<file path="src/rtl/alu_matrix_loader.sv">
// -----------------------------------------------------------------------------
// alu_matrix_loader
//
// Operand-assembly stage for the matrix ALU. Signed 8-bit elements arrive one
// per beat on a valid/ready stream and are placed row-major into a 5x5 flat
// matrix (element (r,c) at bits [(r*5+c)*8 +: 8]). For orders 2..4 the unused
// positions stay zero because the whole buffer is cleared when a load starts.
// After the last element, the matrix is offered downstream with mat_valid and
// held until mat_ready.
//
// Ports:
//   clk        in   system clock, rising edge
//   rst_n      in   asynchronous active-low reset
//   start      in   request a new load (honoured only when idle)
//   size [2:0] in   matrix order n, legal 2..5, sampled with start
//   in_data    in   signed element, row-major order
//   in_valid   in   in_data valid
//   in_ready   out  loader accepts an element this cycle
//   mat_flat   out  200-bit assembled matrix (registered)
//   mat_valid  out  mat_flat complete and stable
//   mat_ready  in   consumer takes the matrix
//   busy       out  load or hold in progress
//   err_size   out  one-cycle pulse after a start with an illegal size
// -----------------------------------------------------------------------------
module alu_matrix_loader (
  input  logic                clk,
  input  logic                rst_n,
  input  logic                start,
  input  logic [2:0]          size,
  input  logic signed [7:0]   in_data,
  input  logic                in_valid,
  output logic                in_ready,
  output logic [199:0]        mat_flat,
  output logic                mat_valid,
  input  logic                mat_ready,
  output logic                busy,
  output logic                err_size
);

  localparam int ELEM_W = 8;
  localparam int DIM    = 5;
  localparam int FLAT_W = DIM * DIM * ELEM_W;

  typedef enum logic [1:0] {
    S_IDLE = 2'd0,
    S_LOAD = 2'd1,
    S_HOLD = 2'd2
  } state_t;

  state_t              state_q, state_d;
  logic [2:0]          n_q, n_d;
  logic [2:0]          row_q, row_d;
  logic [2:0]          col_q, col_d;
  logic [FLAT_W-1:0]   buf_q, buf_d;
  logic                err_q, err_d;

  logic [4:0]          wr_idx;
  logic [7:0]          wr_lsb;
  logic                last_col;
  logic                last_row;

  function automatic logic size_legal(input logic [2:0] s);
    return (s >= 3'd2) && (s <= 3'd5);
  endfunction

  // Flat position of the current write cursor; the buffer stride is always
  // DIM regardless of the loaded order.
  assign wr_idx   = 5'(row_q) * 5'd5 + 5'(col_q);
  assign wr_lsb   = {wr_idx, 3'b000};
  assign last_col = (col_q == n_q - 3'd1);
  assign last_row = (row_q == n_q - 3'd1);

  always_comb begin
    state_d = state_q;
    n_d     = n_q;
    row_d   = row_q;
    col_d   = col_q;
    buf_d   = buf_q;
    err_d   = 1'b0;

    case (state_q)
      S_IDLE: begin
        if (start) begin
          if (size_legal(size)) begin
            n_d     = size;
            buf_d   = '0;
            row_d   = 3'd0;
            col_d   = 3'd0;
            state_d = S_LOAD;
          end else begin
            err_d   = 1'b1;
          end
        end
      end

      S_LOAD: begin
        if (in_valid) begin
          buf_d[wr_lsb +: ELEM_W] = in_data;
          // Cursor stays on the final position when entering HOLD.
          if (last_row && last_col) begin
            state_d = S_HOLD;
          end else if (last_col) begin
            col_d = 3'd0;
            row_d = row_q + 3'd1;
          end else begin
            col_d = col_q + 3'd1;
          end
        end
      end

      S_HOLD: begin
        if (mat_ready) begin
          state_d = S_IDLE;
        end
      end

      default: begin
        state_d = S_IDLE;
      end
    endcase
  end

  always_ff @(posedge clk or negedge rst_n) begin
    if (!rst_n) begin
      state_q <= S_IDLE;
      n_q     <= 3'd0;
      row_q   <= 3'd0;
      col_q   <= 3'd0;
      buf_q   <= '0;
      err_q   <= 1'b0;
    end else begin
      state_q <= state_d;
      n_q     <= n_d;
      row_q   <= row_d;
      col_q   <= col_d;
      buf_q   <= buf_d;
      err_q   <= err_d;
    end
  end

  // Handshake outputs decode registered state only.
  assign in_ready  = (state_q == S_LOAD);
  assign mat_valid = (state_q == S_HOLD);
  assign busy      = (state_q != S_IDLE);
  assign mat_flat  = buf_q;
  assign err_size  = err_q;

endmodule

</file>
<file path="config.mk">
export PLATFORM = sky130hd
export DESIGN_NAME = alu_matrix_loader
export DESIGN_NICKNAME = d
export VERILOG_FILES = /design/src/rtl/alu_matrix_loader.sv
export SDC_FILE = /design/constraint.sdc
export NUM_CORES = 1
export LEC_CHECK = 0
export ABC_AREA = 1
export CAP_MARGIN = 40
export CORE_AREA = 4 4 143 145
export DETAILED_ROUTE_END_ITERATION = 7
export DIE_AREA = 0 0 147 149
export GPL_TIMING_DRIVEN = 1
export PLACE_DENSITY = 0.79
export SYNTH_ARGS = -nofsm -noshare
export SYNTH_HDL_FRONTEND = slang
export SYNTH_SLANG_ARGS = --single-unit
</file>
<file path="constraint.sdc">
create_clock -name clk -period 4.35 [get_ports clk]
set_clock_uncertainty 0.15 [all_clocks]
set_input_delay 0.435 -clock clk [delete_from_list [all_inputs] [get_ports clk]]
set_output_delay 0.435 -clock clk [all_outputs]
set_load 0.1 [all_outputs]
</file>
== After elaboration in Yosys (flattened, before gate mapping) ==
Index checks and enable logic that the tools add are counted.
Cells by class
  equal/unequal tests: 11
  multiply operators: 1
  muxes and demuxes: 24
  magnitude comparators: 2
  reductions and logical operators: 10
  add/subtract/negate cells: 5
  shift operators: 2
Operators by type and width (number)
  200-bit 2-to-1 mux: 3
  200-bit one-hot mux with 2 select lines: 1
  200-bit bitwise mux: 1
  8-bit by 10-bit variable shift with 200-bit output (first input constant): 1
  8-bit by 10-bit indexed part select with 200-bit output: 1
  3-bit 2-to-1 mux: 8
  3-bit one-hot mux with 2 select lines: 2
  2-bit 2-to-1 mux: 5
  8-bit negator with 10-bit output: 1
  5-bit AND reduction: 2
  2-bit != test (second input constant): 4
  3-bit by 1-bit adder with 3-bit output (second input constant): 2
  3-bit equality test: 2
  2-bit by 1-bit != test with 1-bit output (second input constant): 3
  2-bit one-hot mux with 3 select lines: 1
  6-bit AND reduction: 1
  5-bit by 3-bit adder with 5-bit output: 1
  3-bit by 3-bit multiplier with 5-bit output (second input constant): 1
  4-bit AND reduction: 1
  2-bit nonzero test: 2
  3-bit by 2-bit greater-or-equal comparator with 1-bit output (second input constant): 1
  3-bit less-or-equal comparator (second input constant): 1
  1-bit 2-to-1 mux: 3
  3-bit AND reduction: 1
  5 further kinds: 6
Storage, ports and cells
  bits of input ports: 16
  output and inout port bits: 204
  word-level logic and storage cells: 61
  bits in registers: 212

== Logic depth before layout (Yosys ltp) ==
Gate-level depths: netlist (run 1).
  depth in word-level cells: 7
  mapped depth: 16
  depth with buffers taken out: 16

== Worst setup path after synthesis (run 1) ==
No wires, ideal clock.
  kind: register to register
  start: register row_q[0]
  end: register buf_q[166] (netlist: mat_flat[166])
  clock period less this slack: 3.129 ns
  data required time: 4.077 ns
  setup slack: 1.221 ns
  stages on the path, launching flop included: 15
  arrival: 2.855 ns
  path buffers: 1
  setup time: 0.123 ns
  cell sequence: dfrtp_1 ha_1 ha_1 fa_1 inv_1 nand2_1 nor2_2 nand3_4 nand2_4 nand2_2 nor2_8 nand3_2 buf_6 nand3_1 o21ai_2
On the way
  cells in the longest elaborated chain, start to end: 7
  elaborated cells on any way between the ends: 8
  classes of those cells: add/sub (2); mul (1); shift (2); mux (3)
RTL lines
  start, declared: line 52  | logic [2:0] row_q, row_d;
  start signal, assigned: line 134  | row_q <= row_d;
  3-bit by 3-bit multiplier with 5-bit output (*): line 68  | assign wr_idx = 5'(row_q) * 5'd5 + 5'(col_q);
  5-bit by 3-bit adder with 5-bit output (*): line 68
  8-bit negator with 10-bit output (*): line 98  | buf_d[wr_lsb +: ELEM_W] = in_data;
  8-bit by 10-bit indexed part select with 200-bit output / 8-bit by 10-bit variable shift with 200-bit output (equally long branches): line 98
  200-bit bitwise mux (*): line 98
  200-bit 2-to-1 mux (*): line 97  | if (in_valid) begin
  200-bit one-hot mux with 2 select lines (*): line 81  | case (state_q)
  end signal, assigned: line 136  | buf_q <= buf_d;
  end, declared: line 54  | logic [FLAT_W-1:0] buf_q, buf_d;
Mark *: on every way between the ends. The rest lies on a longest branch, timed or not. The select of a mux whose other input is x is not followed.
A chain may end at the register's enable or synchronous reset.

== Worst setup path after layout (run 1) ==
  start: register row_q[0]
  end: register buf_q[16] (netlist: mat_flat[16])
Same word-level chain as after synthesis.

==> impl_metrics.env, run 1 <==
export IMPL_synth_top_family_by_area="simple AND/OR/NAND/NOR gates"
export IMPL_path_max_fanout=18
export IMPL_clockBufferDepth=3
export IMPL_tightestPinTransition_ns=0.982
export IMPL_hpwl_mm=28.3
export IMPL_clk_pin_slew_worst_paths_ns=0.07
export IMPL_rrSetupSlack_ns=0.40
export IMPL_critPathMaxStageDelay_ns=0.71
export IMPL_clock_latency_ns=0.51
export IMPL_fmax_mhz=253
export IMPL_core_area_sq_um=19200
export IMPL_relSlewSlack_pct=34.3
export IMPL_viasPerCell=5.64
export IMPL_drc_errors=0
export IMPL_antenna_found_initial=1
export IMPL_r2r_start="row_q[0]$_DFFE_PN0P_"
export IMPL_min_to="mat_flat[44]$_DFFE_PN0P_"
export IMPL_fillerInstances=963
export IMPL_clock_sinks=212
export IMPL_die_h_um=149
export IMPL_layout_common_cells="347 x nand2_1, 217 x clkdlybuf4s50_1, 212 x dfrtp_1, 183 x buf_8, 162 x nand3_1"
export IMPL_path_class="reg -> reg"
export IMPL_synth_compound_area_share_pct=6.15
export IMPL_postCtsSetupRepairBufs=0
export IMPL_status="completed"
export IMPL_ant_nets=0
export IMPL_path_cells="ha_1 > inv_2 > ha_1 > clkinv_1 > nor2_1 > nand3_1 > nor3_2 > o21ai_2 > nand2_1 > nand2_1"
export IMPL_setup_tns_ns=0
export IMPL_cp_end_kind="flop"
export IMPL_htree_levels=1
export IMPL_synth_cell_type_count=36
export IMPL_track_usage_pct=35.4
export IMPL_cts_root_buf="clkbuf_16"
export IMPL_powerDensity_nw_per_um2=596
export IMPL_critPathLaunchType="flop"
export IMPL_holdPathStages=2
export IMPL_final_common_cell="nand2_1"
export IMPL_grt_pass1_vias=10800
export IMPL_maxCapViolCount=0
export IMPL_grt_start_max_net_pins=102
export IMPL_syn_mean_instance_area_sq_um=8.53
export IMPL_grt_use_met3_pct=7.47
export IMPL_final_cells=1818
export IMPL_place_congestion=0.957
export IMPL_r2r_end="mat_flat[16]$_DFFE_PN0P_"
export IMPL_syn_nets=1145
export IMPL_drive_gt1_share_pct=20.4
export IMPL_cp_slowest_cell="ha_1"
export IMPL_grt_setup_unrepaired="false"
export IMPL_placed_cells=1777
export IMPL_wirelength_mm=38.9
export IMPL_initial_core_util_pct=49.5
export IMPL_drt_iter0_drc=1038
export IMPL_netlist_area_sq_um=9520
export IMPL_hp_class="reg -> reg"
export IMPL_die_area_sq_um=21900
export IMPL_ys_ff_latch=212
export IMPL_final_max_slew_violation_count=0
export IMPL_rows=51
export IMPL_cp_top_family="adder cells"
export IMPL_hold_violations=0
export IMPL_vias=10300
export IMPL_cts_made_buffers=22
export IMPL_crit_buf_inv=2
export IMPL_grt_pass1_wl_mm=60.8
export IMPL_synthSimpleGateAreaFrac_pct=30.6
export IMPL_synth_xor_xnor_area_share_pct=0.447
export IMPL_port_buffers=219
export IMPL_yosysWarnings=0
export IMPL_period_share_pct=90.9
export IMPL_fin_crit_ns=3.95
export IMPL_grt_overflow=0
export IMPL_muxShareOfSynthArea_pct=0
export IMPL_total_leakage_power_nw=7.66
export IMPL_cts_tree="done"
export IMPL_die_w_um=147
export IMPL_r2r_cells=10
export IMPL_synthAdderAreaFrac_pct=1.79
export IMPL_antennaDiodeCount=0
export IMPL_use_met1_pct=39.1
export IMPL_cp_required_ns=4.60
export IMPL_synth_seq_area_share_pct=55.8
export IMPL_synth_cells=1116
export IMPL_use_met2_pct=64.8
export IMPL_arrival_ns=4.20
export IMPL_grt_busiest_layer="met2"
export IMPL_fin_util_pct=83.7
export IMPL_firstDrtPassIters=5
export IMPL_holdCritStartpoint="mat_flat[44]$_DFFE_PN0P_"
export IMPL_area_growth_pct=68.9
export IMPL_detail_route_wl_per_cell_um=21.4
export IMPL_final_nets=1566
export IMPL_ioPinCount=220
export IMPL_ir_drop_mv=0.532
export IMPL_setup_viol=0
kinds of logic after synthesis:
kind of cell             after synthesis
AO/OA/AOI/OAI                        104
XOR/XNOR                               4
adder cells (fa/ha/maj)               13
buffers and inverters                125
flip-flops                           212
AND/OR/NAND/NOR                      658
how the worst max path moves through the flow:
stage	from	endpoint	slack (ns)	cells after the start
floorplan	row_q[0]$_DFFE_PN0P_	mat_flat[166]$_DFFE_PN0P_	1.22	14
global placement	row_q[0]$_DFFE_PN0P_	mat_flat[16]$_DFFE_PN0P_	0.88	10
detailed placement	row_q[0]$_DFFE_PN0P_	mat_flat[16]$_DFFE_PN0P_	0.64	10
CTS	row_q[0]$_DFFE_PN0P_	mat_flat[16]$_DFFE_PN0P_	0.54	10
global route	row_q[0]$_DFFE_PN0P_	mat_flat[20]$_DFFE_PN0P_	0.14	10
finish	row_q[0]$_DFFE_PN0P_	mat_flat[16]$_DFFE_PN0P_	0.40	10
sequential cells by signal, indices dropped and copies added, names as in the netlist:
name      flops
mat_flat    200
n_q           3
row_q         3
col_q         3
err_size      1
state_q       2
synth_stat cells, drive strengths merged:
master | count | area, sq um
clkinv | 1 | 3.75
nand3b | 1 | 7.51
nor3 | 13 | 92.6
ha | 12 | 150
o21ai | 100 | 546
xnor2 | 1 | 16.3
nand3 | 167 | 868
buf | 26 | 128
inv | 92 | 348
dfrtp | 212 | 5310
or2 | 2 | 12.5
clkbuf | 6 | 22.5
xor2 | 3 | 26.3
o211ai | 1 | 21.3
nor2 | 99 | 440
a21oi | 3 | 18.8
nand2 | 367 | 1430
fa | 1 | 20.0
nand4 | 9 | 56.3
through the flow:
step | hold slack, ns | instance area, sq um | total power, mW | setup WS [ns]
finish | 0.331 | 16100 | 9.59 | 0.396
global route | 0.361 | 16100 | 9.94 | 0.139
CTS | 0.329 | 16100 | 9.47 | 0.538
detailed placement | 0.312 | 15300 | 7.33 | 0.644
global placement | 0.307 | 12000 | 6.67 | 0.883
floorplan | -0.0106 | 9520 | 5.66 | 1.22
area by class of cell:
| cell class | count | area [sq um] | area share [%] |
|---|---|---|---|
| clock buffer | 25 | 593 | 3.69 |
| clock inverter | 15 | 213 | 1.32 |
| inverter | 93 | 352 | 2.19 |
| multi-input combinational | 779 | 3710 | 23.1 |
| sequential | 212 | 5310 | 33.0 |
| tap | 265 | 332 | 2.06 |
| timing repair buffer | 429 | 5570 | 34.7 |
worst register-to-register path: stages, from the launching register on:
cell,delay (ns)
dfrtp_1,0.45
ha_1,0.71
inv_2,0.21
ha_1,0.49
clkinv_1,0.46
nor2_1,0.27
nand3_1,0.16
nor3_2,0.52
o21ai_2,0.23
nand2_1,0.13
nand2_1,0.07
power by group:
part / leakage [nW] / internal, mW / switching, mW
logic: 4.31 / 1.33 / 3.81
registers: 2.95 / 2.14 / 0.183
clock network: 0.395 / 1.28 / 0.843
routing by layer:
metal  share of wire, %  wire [um]
met1                 33      12800
met2                 52      20200
met3                8.7       3370
met4                6.2       2420
met5              0.018          7
what timing repair did:
item / 4_1_cts / 5_1_grt
gates resized for setup: 0 / 0
hold buffers: 1 / 0
hold endpoints to repair: 99 / 0
Power figures use the tool's default switching activity.
==> inputs of run 2 (changes only) <==
Settings changed: ABC_CLOCK_PERIOD_IN_PS set to 4350, CORE_AREA 4 4 143 145 to 4 4 201 105, DIE_AREA 0 0 147 149 to 0 0 205 109.
==> run 2 against run 1 <==
Net effect:
- global-route usage down 0.20 points
- critical path type unchanged
- sequential cell count did not move
- total power fell by 1.9%
==> impl_metrics.env, run 2 (synthesis results as in run 1) <==
export IMPL_ant_nets=0
export IMPL_viasPerCell=5.72
export IMPL_path_max_fanout=18
export IMPL_rrSetupSlack_ns=0.17
export IMPL_intPower_mw=4.54
export IMPL_area_growth_pct=68.3
export IMPL_grt_pass1_vias=11000
export IMPL_clock_latency_ns=0.48
export IMPL_cts_tree="done"
export IMPL_setup_viol=0
export IMPL_powerDensity_nw_per_um2=587
export IMPL_pwr_share_comb_pct=56.0
export IMPL_port_buffers=219
export IMPL_ir_drop_mv=0.692
export IMPL_final_nets=1564
export IMPL_clk_pin_slew_worst_paths_ns=0.07
export IMPL_min_to="mat_flat[84]$_DFFE_PN0P_"
export IMPL_total_leakage_power_nw=7.61
export IMPL_fmax_mhz=239
export IMPL_grt_pass1_wl_mm=61.0
export IMPL_hold_violations=0
export IMPL_cts_hold_buf=1
export IMPL_tightestPinTransition_ns=0.939
export IMPL_place_congestion=0.938
export IMPL_status="completed"
export IMPL_cts_resized=0
export IMPL_hpwl_mm=28.0
export IMPL_critPathMaxStageDelay_ns=0.73
export IMPL_wirelength_mm=39.0
export IMPL_rows=36
export IMPL_grt_start_max_net_pins=92
export IMPL_fin_crit_ns=4.18
export IMPL_cts_made_buffers=19
export IMPL_layout_common_cells="347 x nand2_1, 217 x clkdlybuf4s50_1, 212 x dfrtp_1, 176 x buf_8, 162 x nand3_1"
export IMPL_r2r_end="mat_flat[48]$_DFFE_PN0P_"
export IMPL_ioPinCount=220
export IMPL_relSlewSlack_pct=37.1
export IMPL_maxCapViolCount=0
export IMPL_drive_gt1_share_pct=19.9
export IMPL_vias=10400
export IMPL_grt_overflow=0
export IMPL_period_share_pct=96.0
export IMPL_die_w_um=205
export IMPL_detail_route_wl_per_cell_um=21.5
export IMPL_die_h_um=109
export IMPL_grt_setup_unrepaired="false"
export IMPL_path_class="reg -> reg"
export IMPL_postCtsSetupRepairBufs=0
export IMPL_initial_core_util_pct=49.5
export IMPL_r2r_start="row_q[0]$_DFFE_PN0P_"
export IMPL_r2r_cells=10
export IMPL_arrival_ns=4.40
export IMPL_holdPathStages=2
export IMPL_htree_levels=1
export IMPL_die_area_sq_um=22300
export IMPL_cp_end_kind="flop"
export IMPL_antennaDiodeCount=0
export IMPL_path_cells="ha_1 > inv_2 > ha_1 > clkinv_1 > nor2_1 > nand3_1 > nor3_4 > o21ai_2 > nand2_1 > nand2_1"
export IMPL_largest_reg_flops=200
export IMPL_cp_required_ns=4.57
export IMPL_fin_util_pct=83.3
export IMPL_switching_share_pct=51.7
export IMPL_firstDrtPassIters=6
export IMPL_core_area_sq_um=19200
export IMPL_seqPwrFrac_pct=24.7
export IMPL_critPathLaunchType="flop"
export IMPL_cp_slowest_cell="ha_1"
export IMPL_drc_errors=0
export IMPL_clkPwrFrac_pct=19.3
export IMPL_drt_iter0_drc=1106
export IMPL_hp_class="reg -> reg"
export IMPL_clock_sinks=212
export IMPL_holdCritStartpoint="mat_flat[84]$_DFFE_PN0P_"
export IMPL_track_usage_pct=35.2
export IMPL_p_sw_mw=4.87
export IMPL_clockBufferDepth=3
export IMPL_final_common_cell="nand2_1"
export IMPL_setup_tns_ns=0
export IMPL_final_max_slew_violation_count=0
export IMPL_antenna_found_initial=0
export IMPL_cts_root_buf="clkbuf_16"
==> run 2: worst max path at each step <==
stage	startpoint	to	slack, ns	cells after the start
global placement	row_q[0]$_DFFE_PN0P_	mat_flat[21]$_DFFE_PN0P_	0.87	10
CTS	row_q[0]$_DFFE_PN0P_	mat_flat[48]$_DFFE_PN0P_	0.39	10
floorplan	row_q[0]$_DFFE_PN0P_	mat_flat[166]$_DFFE_PN0P_	1.22	14
detailed placement	row_q[0]$_DFFE_PN0P_	mat_flat[48]$_DFFE_PN0P_	0.59	10
finish	row_q[0]$_DFFE_PN0P_	mat_flat[48]$_DFFE_PN0P_	0.17	10
global route	row_q[0]$_DFFE_PN0P_	mat_flat[52]$_DFFE_PN0P_	0.09	10
==> run 2: final cells by class <==
cell class / instances / area, sq um
Timing Repair Buffer: 430 / 5670
Fill cell: 976 / 3220
Sequential cell: 212 / 5310
Clock buffer: 26 / 542
Clock inverter: 6 / 110
Multi-Input combinational cell: 779 / 3710
Inverter: 93 / 352
Tap cell: 266 / 333
==> run 2: critical path, delay by kind of cell, from the launching register on <==
kind / cells / cell delay, ns
and+or+nand+nor: 5 / 1.28
adders and majority gates: 2 / 1.20
buffers and inverters: 2 / 0.74
DFF: 1 / 0.46
AOI/OAI and AO/OA: 1 / 0.23
==> run 2: power groups by stage <==
| stage | Combinational, mW | Clock [mW] | Sequential [mW] |
|---|---|---|---|
| after detailed placement | 5.01 | 0 | 2.34 |
| after CTS | 5.12 | 1.81 | 2.31 |
| after global placement | 4.34 | 0 | 2.33 |
| after global routing | 5.47 | 1.89 | 2.33 |
| final | 5.27 | 1.82 | 2.32 |
| after floorplan | 2.42 | 0 | 3.24 |
==> run 2: per-layer routing <==
metal	global-route usage [%]	wire length (um)
met5	0	0
met4	18.0	2270
met3	7.55	3650
met2	61.8	19500
met1	41.5	13500
==> run 2: metrics by stage <==
step | power (mW) | cell area (sq um) | hold slack, ns | instances | worst slack, ns
2_1_floorplan | 5.66 | 9520 | -0.0106 | 1116 | 1.22
3_3_place_gp | 6.67 | 12000 | 0.308 | 1576 | 0.870
3_5_place_dp | 7.35 | 15400 | 0.312 | 1779 | 0.586
4_1_cts | 9.24 | 16000 | 0.333 | 1812 | 0.394
5_1_grt | 9.69 | 16000 | 0.351 | 1812 | 0.0912
6_report | 9.41 | 16000 | 0.330 | 1812 | 0.173
==> inputs of run 3 (changes only) <==
--- a/config.mk
+++ b/config.mk
@@ -7,5 +7,5 @@
 export LEC_CHECK = 0
 export ABC_AREA = 1
-export ABC_CLOCK_PERIOD_IN_PS = 4350
+export ABC_CLOCK_PERIOD_IN_PS = 4200
 export CAP_MARGIN = 40
 export CORE_AREA = 4 4 201 105
==> constraint.sdc (replaced) <==
create_clock -name clk -period 4.2 [get_ports clk]
set_clock_uncertainty 0.15 [all_clocks]
set_input_delay 0.84 -clock clk [delete_from_list [all_inputs] [get_ports clk]]
set_output_delay 0.84 -clock clk [all_outputs]
set_load 0.1 [all_outputs]
==> run 3 against run 2 <==
Net effect:
- critical path depth rose by 5
- sequential power rose by 4%
- clock-buffer cell count rose by 2
- sequential cell count did not move
- fmax rose by 9.9%
- sequential share of layout area rose by 0.21 points
- final cell count rose by 0.50%
- first-iteration DRC count rose by 3.6%
- setup slack improved by 0.22 ns
- total power rose by 2.3%
- die area did not move
- register-to-register slack improved by 0.22 ns
==> impl_metrics.env, run 3 (synthesis results as in run 1) <==
export IMPL_path_max_fanout=12
export IMPL_setup_viol=0
export IMPL_maxCapViolCount=0
export IMPL_powerDensity_nw_per_um2=605
export IMPL_relSlewSlack_pct=37.5
export IMPL_layout_common_cells="346 x nand2_1, 215 x clkdlybuf4s50_1, 212 x dfrtp_1, 182 x buf_8, 162 x nand3_1"
export IMPL_firstDrtPassIters=6
export IMPL_clock_sinks=212
export IMPL_pwr_share_comb_pct=56.2
export IMPL_intPower_mw=4.57
export IMPL_final_nets=1571
export IMPL_path_class="reg -> reg"
export IMPL_die_area_sq_um=22300
export IMPL_postCtsSetupRepairBufs=0
export IMPL_cp_required_ns=4.42
export IMPL_ir_drop_mv=0.643
export IMPL_ant_nets=0
export IMPL_switching_share_pct=52.5
export IMPL_place_congestion=0.997
export IMPL_grt_overflow=0
export IMPL_detail_route_wl_per_cell_um=21.4
export IMPL_vias=10300
export IMPL_die_w_um=205
export IMPL_final_common_cell="nand2_1"
export IMPL_r2r_start="row_q[0]$_DFFE_PN0P_"
export IMPL_antenna_found_initial=0
export IMPL_drc_errors=0
export IMPL_clockBufferDepth=3
export IMPL_clock_latency_ns=0.50
export IMPL_tightestPinTransition_ns=0.934
export IMPL_hp_class="in -> async"
export IMPL_fmax_mhz=263
export IMPL_rows=36
export IMPL_seqPwrFrac_pct=25.0
export IMPL_drt_iter0_drc=1146
export IMPL_die_h_um=109
export IMPL_port_buffers=219
export IMPL_cts_root_buf="clkbuf_16"
export IMPL_grt_pass1_wl_mm=60.1
export IMPL_hold_violations=0
export IMPL_period_share_pct=90.5
export IMPL_htree_levels=1
export IMPL_p_sw_mw=5.05
export IMPL_wirelength_mm=38.9
export IMPL_r2r_cells=15
export IMPL_initial_core_util_pct=49.5
export IMPL_hpwl_mm=28.2
export IMPL_grt_setup_unrepaired="false"
export IMPL_grt_start_max_net_pins=91
export IMPL_cts_tree="done"
export IMPL_final_max_slew_violation_count=0
export IMPL_status="completed"
export IMPL_drive_gt1_share_pct=20.6
export IMPL_total_leakage_power_nw=7.61
export IMPL_area_growth_pct=67.2
export IMPL_r2r_end="mat_flat[90]$_DFFE_PN0P_"
export IMPL_cts_made_buffers=20
export IMPL_clkPwrFrac_pct=18.8
export IMPL_viasPerCell=5.68
export IMPL_ioPinCount=220
export IMPL_rrSetupSlack_ns=0.40
export IMPL_clk_pin_slew_worst_paths_ns=0.07
export IMPL_power_mw=9.62
export IMPL_track_usage_pct=34.9
export IMPL_grt_pass1_vias=10700
export IMPL_antennaDiodeCount=0
export IMPL_largest_reg_flops=200
export IMPL_cp_end_kind="flop"
export IMPL_setup_tns_ns=0
export IMPL_core_area_sq_um=19200
export IMPL_critPathLaunchType="flop"
export IMPL_fin_crit_ns=3.80
export IMPL_fin_util_pct=82.7
export IMPL_arrival_ns=4.03
-- run 3: through the flow --
stage	hold WS, ns	cell area (sq um)	cells	setup WS (ns)
2_1_floorplan	0.358	9520	1116	1.07
3_3_place_gp	0.304	12000	1585	0.576
3_5_place_dp	0.312	15300	1786	0.371
4_1_cts	0.287	15900	1821	0.237
6_report	0.260	15900	1821	0.398
5_1_grt	0.313	15900	1821	0.192
-- run 3: worst max-delay path by stage --
stage                     cells past startpoint                   endpoint  slack, ns                 start
after floorplan                              14  mat_flat[166]$_DFFE_PN0P_       1.07  row_q[0]$_DFFE_PN0P_
after global placement                       15   mat_flat[79]$_DFFE_PN0P_       0.58  row_q[0]$_DFFE_PN0P_
after detailed placement                     15  mat_flat[110]$_DFFE_PN0P_       0.37  row_q[0]$_DFFE_PN0P_
after CTS                                    15   mat_flat[90]$_DFFE_PN0P_       0.24  row_q[0]$_DFFE_PN0P_
after global routing                         15   mat_flat[90]$_DFFE_PN0P_       0.19  row_q[0]$_DFFE_PN0P_
final                                        15   mat_flat[90]$_DFFE_PN0P_       0.40  row_q[0]$_DFFE_PN0P_
-- run 3: area by class of cell --
cell class,count,area [sq um]
timing repair buffer,436,5580
sequential,212,5310
multi-input combinational,779,3710
fill,971,3320
clock buffer,28,592
inverter,93,352
tap,266,333
clock inverter,7,45.0
-- run 3: worst max-delay path, cell delays in order (launching register included) --
cell     delay (ns)
dfrtp_1        0.45
ha_1           0.32
ha_1           0.31
fa_1           0.52
inv_1          0.13
nand3_1        0.11
nor2_1         0.20
inv_1          0.09
nand2_2        0.26
inv_1          0.22
nor2_4         0.24
nand2_2        0.15
nand2_2        0.18
nand2_2        0.15
nand2_1        0.10
nand2_1        0.07
-- run 3: power by group through the flow --
| stage | Clock (mW) | Combinational [mW] | Sequential (mW) |
|---|---|---|---|
| after global routing | 1.89 | 5.64 | 2.42 |
| after global placement | 0 | 4.50 | 2.42 |
| after floorplan | 0 | 2.51 | 3.35 |
| after detailed placement | 0 | 5.17 | 2.43 |
| final | 1.81 | 5.41 | 2.41 |
| after CTS | 1.80 | 5.26 | 2.40 |
-- run 3: layer usage --
metal | GRT usage [%] | part of all wire [%] | wire length (um)
met4 | 17.2 | 5.9 | 2280
met2 | 60.3 | 49 | 19200
met3 | 7.52 | 9.7 | 3780
met1 | 42.2 | 35 | 13600
met5 | 0 | 0 | 0
-- run 3: what timing repair did --
action | in CTS | in global routing
hold buffers | 0 | 0
resized for setup | 0 | 1
endpoints found under the setup margin | 0 | 1
